`src/rtl/switch_input_driver.sv`:
```
// switch_input_driver
//  Memory-mapped input device on the CPU device bus. Samples 32 DIP switches
//  and 8 push-buttons, synchronises and debounces them, latches button-press
//  and switch-change events in STATUS and raises a maskable level interrupt.
// Ports
//  clk      system clock
//  reset    synchronous, active-high reset
//  Addr     byte address within the device window (Addr[1:0] ignored)
//  WE       write enable, sampled on posedge clk
//  Din      write data
//  Dout     read data, combinational from Addr
//  sw_pin   raw switch pins, asynchronous
//  btn_pin  raw button pins, asynchronous, 1 = pressed
//  irq      interrupt request, level, active-high, registered
// Register map (decoded only when Addr[7:4]==0)
//  0x00 SW RO, 0x04 BTN RO, 0x08 STATUS W1C, 0x0C IE RW

module switch_input_driver #(
   parameter int unsigned DEBOUNCE_CYCLES = 20000
) (
   input  logic        clk,
   input  logic        reset,
   input  logic [7:0]  Addr,
   input  logic        WE,
   input  logic [31:0] Din,
   output logic [31:0] Dout,
   input  logic [31:0] sw_pin,
   input  logic [7:0]  btn_pin,
   output logic        irq
);

   localparam int unsigned SW_W  = 32;
   localparam int unsigned BTN_W = 8;
   localparam int unsigned EVT_W = BTN_W + 1;
   localparam int unsigned CNT_W = $clog2(DEBOUNCE_CYCLES);
   localparam logic [CNT_W-1:0] CNT_LAST = CNT_W'(DEBOUNCE_CYCLES - 1);

   localparam logic [1:0] REG_SW     = 2'd0;
   localparam logic [1:0] REG_BTN    = 2'd1;
   localparam logic [1:0] REG_STATUS = 2'd2;
   localparam logic [1:0] REG_IE     = 2'd3;

   logic [SW_W-1:0]  sw_sync1, sw_sync2, sw_sync2_d, sw_stable;
   logic [BTN_W-1:0] btn_sync1, btn_sync2, btn_sync2_d, btn_stable;
   logic [CNT_W-1:0] sw_cnt, btn_cnt;
   logic [EVT_W-1:0] status, ie;

   logic             sw_hold, btn_hold;
   logic             sw_commit, btn_commit;
   logic             reg_sel, wr_status, wr_ie;
   logic [EVT_W-1:0] status_set, status_clr, status_nxt, ie_nxt;

   // Address bits below word granularity and unused data bits are don't-care.
   logic unused_bits;
   assign unused_bits = ^{Addr[1:0], Din[31:EVT_W]};

   // Two-flop synchronisers plus one extra stage for steadiness detection.
   always_ff @(posedge clk) begin
      if (reset) begin
         sw_sync1    <= '0;
         sw_sync2    <= '0;
         sw_sync2_d  <= '0;
         btn_sync1   <= '0;
         btn_sync2   <= '0;
         btn_sync2_d <= '0;
      end else begin
         sw_sync1    <= sw_pin;
         sw_sync2    <= sw_sync1;
         sw_sync2_d  <= sw_sync2;
         btn_sync1   <= btn_pin;
         btn_sync2   <= btn_sync1;
         btn_sync2_d <= btn_sync2;
      end
   end

   // A group counts only while its synchronised value is steady and differs
   // from the accepted value; any movement or a match restarts the window.
   assign sw_hold    = (sw_sync2 != sw_stable) && (sw_sync2 == sw_sync2_d);
   assign btn_hold   = (btn_sync2 != btn_stable) && (btn_sync2 == btn_sync2_d);
   assign sw_commit  = sw_hold && (sw_cnt == CNT_LAST);
   assign btn_commit = btn_hold && (btn_cnt == CNT_LAST);

   // Debounce counters and accepted values.
   always_ff @(posedge clk) begin
      if (reset) begin
         sw_cnt     <= '0;
         sw_stable  <= '0;
         btn_cnt    <= '0;
         btn_stable <= '0;
      end else begin
         if (!sw_hold) begin
            sw_cnt <= '0;
         end else if (sw_commit) begin
            sw_stable <= sw_sync2;
            sw_cnt    <= '0;
         end else begin
            sw_cnt <= sw_cnt + CNT_W'(1);
         end

         if (!btn_hold) begin
            btn_cnt <= '0;
         end else if (btn_commit) begin
            btn_stable <= btn_sync2;
            btn_cnt    <= '0;
         end else begin
            btn_cnt <= btn_cnt + CNT_W'(1);
         end
      end
   end

   // Register decode; set beats clear so an event arriving with a W1C is kept.
   always_comb begin
      reg_sel    = (Addr[7:4] == 4'd0);
      wr_status  = WE && reg_sel && (Addr[3:2] == REG_STATUS);
      wr_ie      = WE && reg_sel && (Addr[3:2] == REG_IE);
      status_set = '0;
      if (btn_commit) begin
         status_set[BTN_W-1:0] = btn_sync2 & ~btn_stable;
      end
      status_set[BTN_W] = sw_commit;
      status_clr = wr_status ? Din[EVT_W-1:0] : '0;
      status_nxt = (status & ~status_clr) | status_set;
      ie_nxt     = wr_ie ? Din[EVT_W-1:0] : ie;
   end

   // STATUS, IE and the interrupt flop; irq tracks the post-update registers.
   always_ff @(posedge clk) begin
      if (reset) begin
         status <= '0;
         ie     <= '0;
         irq    <= 1'b0;
      end else begin
         status <= status_nxt;
         ie     <= ie_nxt;
         irq    <= |(status_nxt & ie_nxt);
      end
   end

   // Read mux.
   always_comb begin
      Dout = '0;
      if (reg_sel) begin
         case (Addr[3:2])
            REG_SW:     Dout = sw_stable;
            REG_BTN:    Dout = {24'd0, btn_stable};
            REG_STATUS: Dout = {23'd0, status};
            default:    Dout = {23'd0, ie};
         endcase
      end
   end

endmodule

```
`config.mk`:
```
export PLATFORM = sky130hd
export DESIGN_NAME = switch_input_driver
export DESIGN_NICKNAME = d
export VERILOG_FILES = /design/src/rtl/switch_input_driver.sv
export SDC_FILE = /design/constraint.sdc
export NUM_CORES = 1
export LEC_CHECK = 0
export ABC_AREA = 1
export CORE_MARGIN = 5
export CORE_UTILIZATION = 49
export DETAILED_ROUTE_END_ITERATION = 7
export PLACE_DENSITY = 0.82
export SYNTH_ARGS = -nofsm -noshare
export SYNTH_HDL_FRONTEND = slang
export SYNTH_SLANG_ARGS = --single-unit
```
`constraint.sdc`:
```
create_clock -name clk -period 1.9 [get_ports clk]
set_input_delay 0.475 -clock clk [delete_from_list [all_inputs] [get_ports clk]]
set_output_delay 0.475 -clock clk [all_outputs]
set_load 0.005 [all_outputs]
```
Word level (Yosys, flattened, before mapping)
Cells that the tools add are included.
Widths: inputs -> output; s select.
{"block": "word_totals", "register_bits": 209, "output_inout_bits": 33, "elab_cells": 51, "inputBits": 83}
{"block": "op_classes", "n_reduce_logical": 14, "addsub": 2, "bitwise": 8, "n_eq_ne": 9, "n_mux": 5}
{"cell": "$pmux 32 s3", "count": 1}
{"cell": "$eq 32x32->1", "count": 1}
{"cell": "$mux 32", "count": 1}
{"cell": "$ne 32x32->1", "count": 1}
{"cell": "$add 15x1->15 const B", "count": 2}
{"cell": "$eq 15x15->1 const B", "count": 2}
{"cell": "$and 9x9->9", "count": 2}
{"cell": "$mux 9", "count": 2}
{"cell": "$not 9->9", "count": 1}
{"cell": "$or 9x9->9", "count": 1}
{"cell": "$reduce_or 9->1", "count": 1}
{"cell": "$and 8x8->8", "count": 1}
{"cell": "$eq 8x8->1", "count": 1}
{"cell": "$mux 8", "count": 1}
{"cell": "$ne 8x8->1", "count": 1}
{"cell": "$not 8->8", "count": 1}
{"cell": "$logic_and 1x1->1", "count": 7}
{"cell": "$reduce_or 3->1", "count": 2}
{"cell": "$eq 2x2->1 const B", "count": 2}
{"cell": "$logic_not 4->1", "count": 1}
{"cell": "$reduce_and 2->1", "count": 2}
{"cell": "$eq 2x1->1 const B", "count": 1}
{"cell": "$logic_not 2->1", "count": 1}
{"cell": "$not 1->1", "count": 2}

Depth between registers and ports, before layout
{"block": "depth", "ltp_word": 9, "mapped_depth": 14, "depth_no_buf": 14}

Worst setup path before layout
Ideal clock, no wire load.
{"block": "synth_path", "kind": "input -> output", "startpoint": "in Addr[3]", "endpoint": "out Dout[6]", "stages": 7, "slack_ns": -0.030, "n_path_buf": 2, "t_required_ns": 1.425, "t_arrival_ns": 1.455, "cell_sequence": "clkbuf_1 nor2_1 inv_1 clkbuf_1 o21ai_0 o221ai_1 inv_1"}
{"block": "synth_via", "elab_chain_len": 3, "elab_cells_between_ends": 5, "classes_between": "2 x eq/ne; 2 x mux; 1 x reduce/logical"}
{"element": "start, declared", "line": "23", "source": "input logic [7:0] Addr,"}
{"element": "$eq 2x2->1 (tied with other cells)", "line": "143", "source": "case (Addr[3:2])"}
{"element": "$pmux 32 s3 *", "line": "143"}
{"element": "$mux 32 *", "line": "142", "source": "if (reg_sel) begin"}
{"element": "end, declared", "line": "26", "source": "output logic [31:0] Dout,"}
Every way passes the cells marked *; elsewhere a longest branch is shown, timed or not.

Final worst setup path
{"block": "layout_path", "startpoint": "reg ie[8]", "endpoint": "out Dout[8]"}
{"block": "layout_via", "elab_chain_len": 2}
{"element": "start, declared", "line": "46", "source": "logic [EVT_W-1:0] status, ie;"}
{"element": "start signal, assigned", "line": "134", "source": "ie <= ie_nxt;"}
{"element": "$pmux 32 s3", "line": "143"}
{"element": "$mux 32", "line": "142"}
Every way passes these cells.

==> flow_summary.toml <==
[status]
status = "complete, but fails checks"
violations = "setup timing"

[synthesis]
yosys.area.top_type = "dfxtp_1"
ys.flop_type = "dfxtp_1"
yosysWarnings = 0
synth-xor-area-share_pct = 4.29
ys_types = 34
ys_top_cells_by_area = "dfxtp_1 49%, nor2_1 11%, nand2_1 9.2%, inv_1 9.1%, xnor2_1 2.9%"
synth_top_family_by_area = "simple AND/OR/NAND/NOR gates"
avgSynthCellArea_um2 = 7.28
ys_ff_latch = 209
synth_top_area_share_pct = 48.8
synth_edf_count = 0
synth-adder-area-share_pct = 1.46
synth_area_um2 = 8580
synth_seq_area_share_pct = 48.8
synthesis.instances = 1179
async_flop_share_pct = 0
yosys.area_share.simple_pct = 28.0
synth.net_count = 1272
synthMuxAreaShare_pct = 0
synth_compound_area_share_pct = 5.77

[detailed_routing]
vias_per_cell = 4.90
final_antenna_net_count = 0
firstDrtPassIters = 5
drc = 0
wl_per_cell_um = 13.6
wl_um = 21000
drt_iter0_markers = 439
vias = 7586

[clocking]
clockBufferDepth = 3
cts_buffers = 22
root_buffer = "clkbuf_16"
clkTransAtPathRegs_ns = 0.06
clock_latency_ns = 0.50
holdBufCountCts = 0
cts_tree = "yes"
htreeDepth = 1
clock-sinks = 209

[placed_design]
dp_hpwl_um = 13400
place_area_um2 = 9920
place_inst = 1492
pre_cts_slack_ns = -0.902
place.gp.congestion = 0.908
numPortBuffers = 90

[global_route]
grt_pass1_wl_um = 31500
grt_overflow = 0
grt_max_degree = 64
grt_pass1_vias = 6949
antenna_found_initial = 0
grt_usage_pct = 18.7

[timing]
slew_headroom_pct = 71.7
hold_ws_ns = 0.254
final.period_utilization_pct = 103
tns_ns = -0.130
fin_worst_skew_ns = 0.0184
max_freq_mhz = 512
worst_pin_slew_ns = 0.425
slew_violations = 0
setup_violations = 6
report.final.hold_viol_count = 0
timing.final.ws_setup_ns = -0.0541
finalCriticalPeriod_ns = 1.95
rsz0062_at_grt = "yes"

[worst_hold_path]
hold_class = "primary input to flip-flop"

[die]
rows = 48
ioPinCount = 116
initial_core_util_pct = 49.8
die-width_um = 142
die_area_um2 = 20300
core_um2 = 17200
dieHeight_um = 142

[finish]
fillers = 1388
fin_nets = 1399
syn_to_final_growth_pct = 27.7
final_core_util_pct = 63.6
layout-drive-gt1-share_pct = 17.2
fin_area_um2 = 11000
final_cells = 1547
num_antenna_cells = 0

[setup_path]
cp_num_buf_inv = 3
worst_setup_path_end_kind = "primary output"
cp-start-kind = "flip-flop"
arrival_ns = 1.48
crit_fanout = 2
slowest_stage = "dfxtp_2"
cp.required_ns = 1.42
crit_chain = "inv_2, nor2_2, a31o_2, o21ai_2, inv_1, buf_2"
cp_top_family = "compound AO/OA/AOI/OAI gates"
max_stage_delay_ns = 0.31
critical_path_class = "flip-flop to primary output"

[run]
maxCapViolations = 0

[power]
p_leak_nw = 4.97
vdd_drop_max_uv = 783
power_mw = 9.20
powerDensity_nw_per_um2 = 839
[worst register-to-register path, stage by stage (launching register included)]
cell,delay (ns)
dfxtp_1,0.41
inv_1,0.08
nand2_1,0.07
nand4_1,0.11
nor2_1,0.12
nand2_1,0.11
nor2_1,0.14
nand2_1,0.16
nand3_4,0.20
buf_6,0.14
buf_12,0.14
nand2_2,0.05
nand2_1,0.05
nor2_1,0.04
[power breakdown]
part | switching [mW] | total [mW] | internal [mW] | leakage (nW)
Clock | 1.68 | 4.03 | 2.36 | 0.332
Sequential | 0.0683 | 4.56 | 4.49 | 1.71
Combinational | 0.331 | 0.606 | 0.275 | 2.93
[cell type report]
type	instances	area [um2]	share of cell area [%]
clock buffers	35	651	5.94
flip-flops and latches	209	4210	38.4
well taps	225	282	2.57
multi-input cells	713	3690	33.7
repair buffers	143	1270	11.6
inverters	217	822	7.50
clock inverters	5	35.0	0.320
[cells in the mapped netlist (all sizes together) (10+ instances only)]
cell type,count
a21oi,27
buf,12
clkbuf,28
dfxtp,209
ha,10
inv,216
nand2,211
nand3,16
nand4,33
nor2,261
nor3,38
o21ai,40
xnor2,28
xor2,14
[cell usage in the layout, fill, tap and decap left out, types with 4 or more instances in the layout]
| cell | count |
|---|---|
| nand4_1 | 33 |
| inv_1 | 203 |
| nand3_1 | 12 |
| xnor2_1 | 28 |
| dfxtp_2 | 19 |
| buf_4 | 32 |
| buf_6 | 12 |
| nor3_1 | 19 |
| o21ai_1 | 12 |
| o211ai_1 | 8 |
| nor3b_1 | 6 |
| nor3_2 | 18 |
| clkbuf_1 | 9 |
| a31oi_1 | 4 |
| and3_1 | 4 |
| buf_12 | 7 |
| nand2_1 | 200 |
| dfxtp_1 | 190 |
| ha_1 | 10 |
| o21ai_0 | 24 |
| clkbuf_16 | 25 |
| a21oi_1 | 27 |
| nand2_2 | 10 |
| buf_2 | 37 |
| nor2_4 | 13 |
| o21ai_2 | 4 |
| nor2_2 | 14 |
| clkdlybuf4s50_1 | 51 |
| xor2_1 | 14 |
| nor2_1 | 234 |
| inv_2 | 13 |
[state kept, by name, summed over array words and instances (netlist names)]
name         count
btn_cnt         15
status           9
btn_stable       8
sw_stable       32
sw_sync2        32
btn_sync1        8
sw_sync2_d      32
sw_cnt          15
ie               9
btn_sync2_d      8
btn_sync2        8
sw_sync1        32
irq              1
[path summary, 6_finish.rpt]
check / depth (start not counted) / start / end / slack (ns)
worst max-delay path: 6 / ie[8] / Dout[8] / -0.05
worst min-delay path: 2 / reset / ie[8] / 0.25
worst max register to register: 13 / sw_sync2[23] / sw_stable[4] / -0.01
worst min register to register: 2 / sw_sync1[1] / sw_sync2[1] / 0.38
[layer usage]
layer	wire length (um)	GRT usage, %	vias to the layer above
li1	-	-	3834
met1	8410	22.4	3462
met2	10600	33.7	225
met3	1140	2.92	65
met4	813	7.15	0
met5	0	0	-
[kinds of logic (layout without fill, tap and decap cells)]
logic type      Yosys count  count (layout)
simple gates            573             573
fa+ha+maj                10              10
compound gates           88              88
xor+xnor                 42              42
buf+inv                 257             400
flops                   209             209
[timing repair]
action	4_1_cts	5_1_grt
setup buffers	7	2
endpoints found under the hold margin	0	0
pin swaps	9	17
gates resized for setup	188	88
endpoints found under the setup margin	33	90
gates cloned	2	5
(Power assumes the default switching activity.)
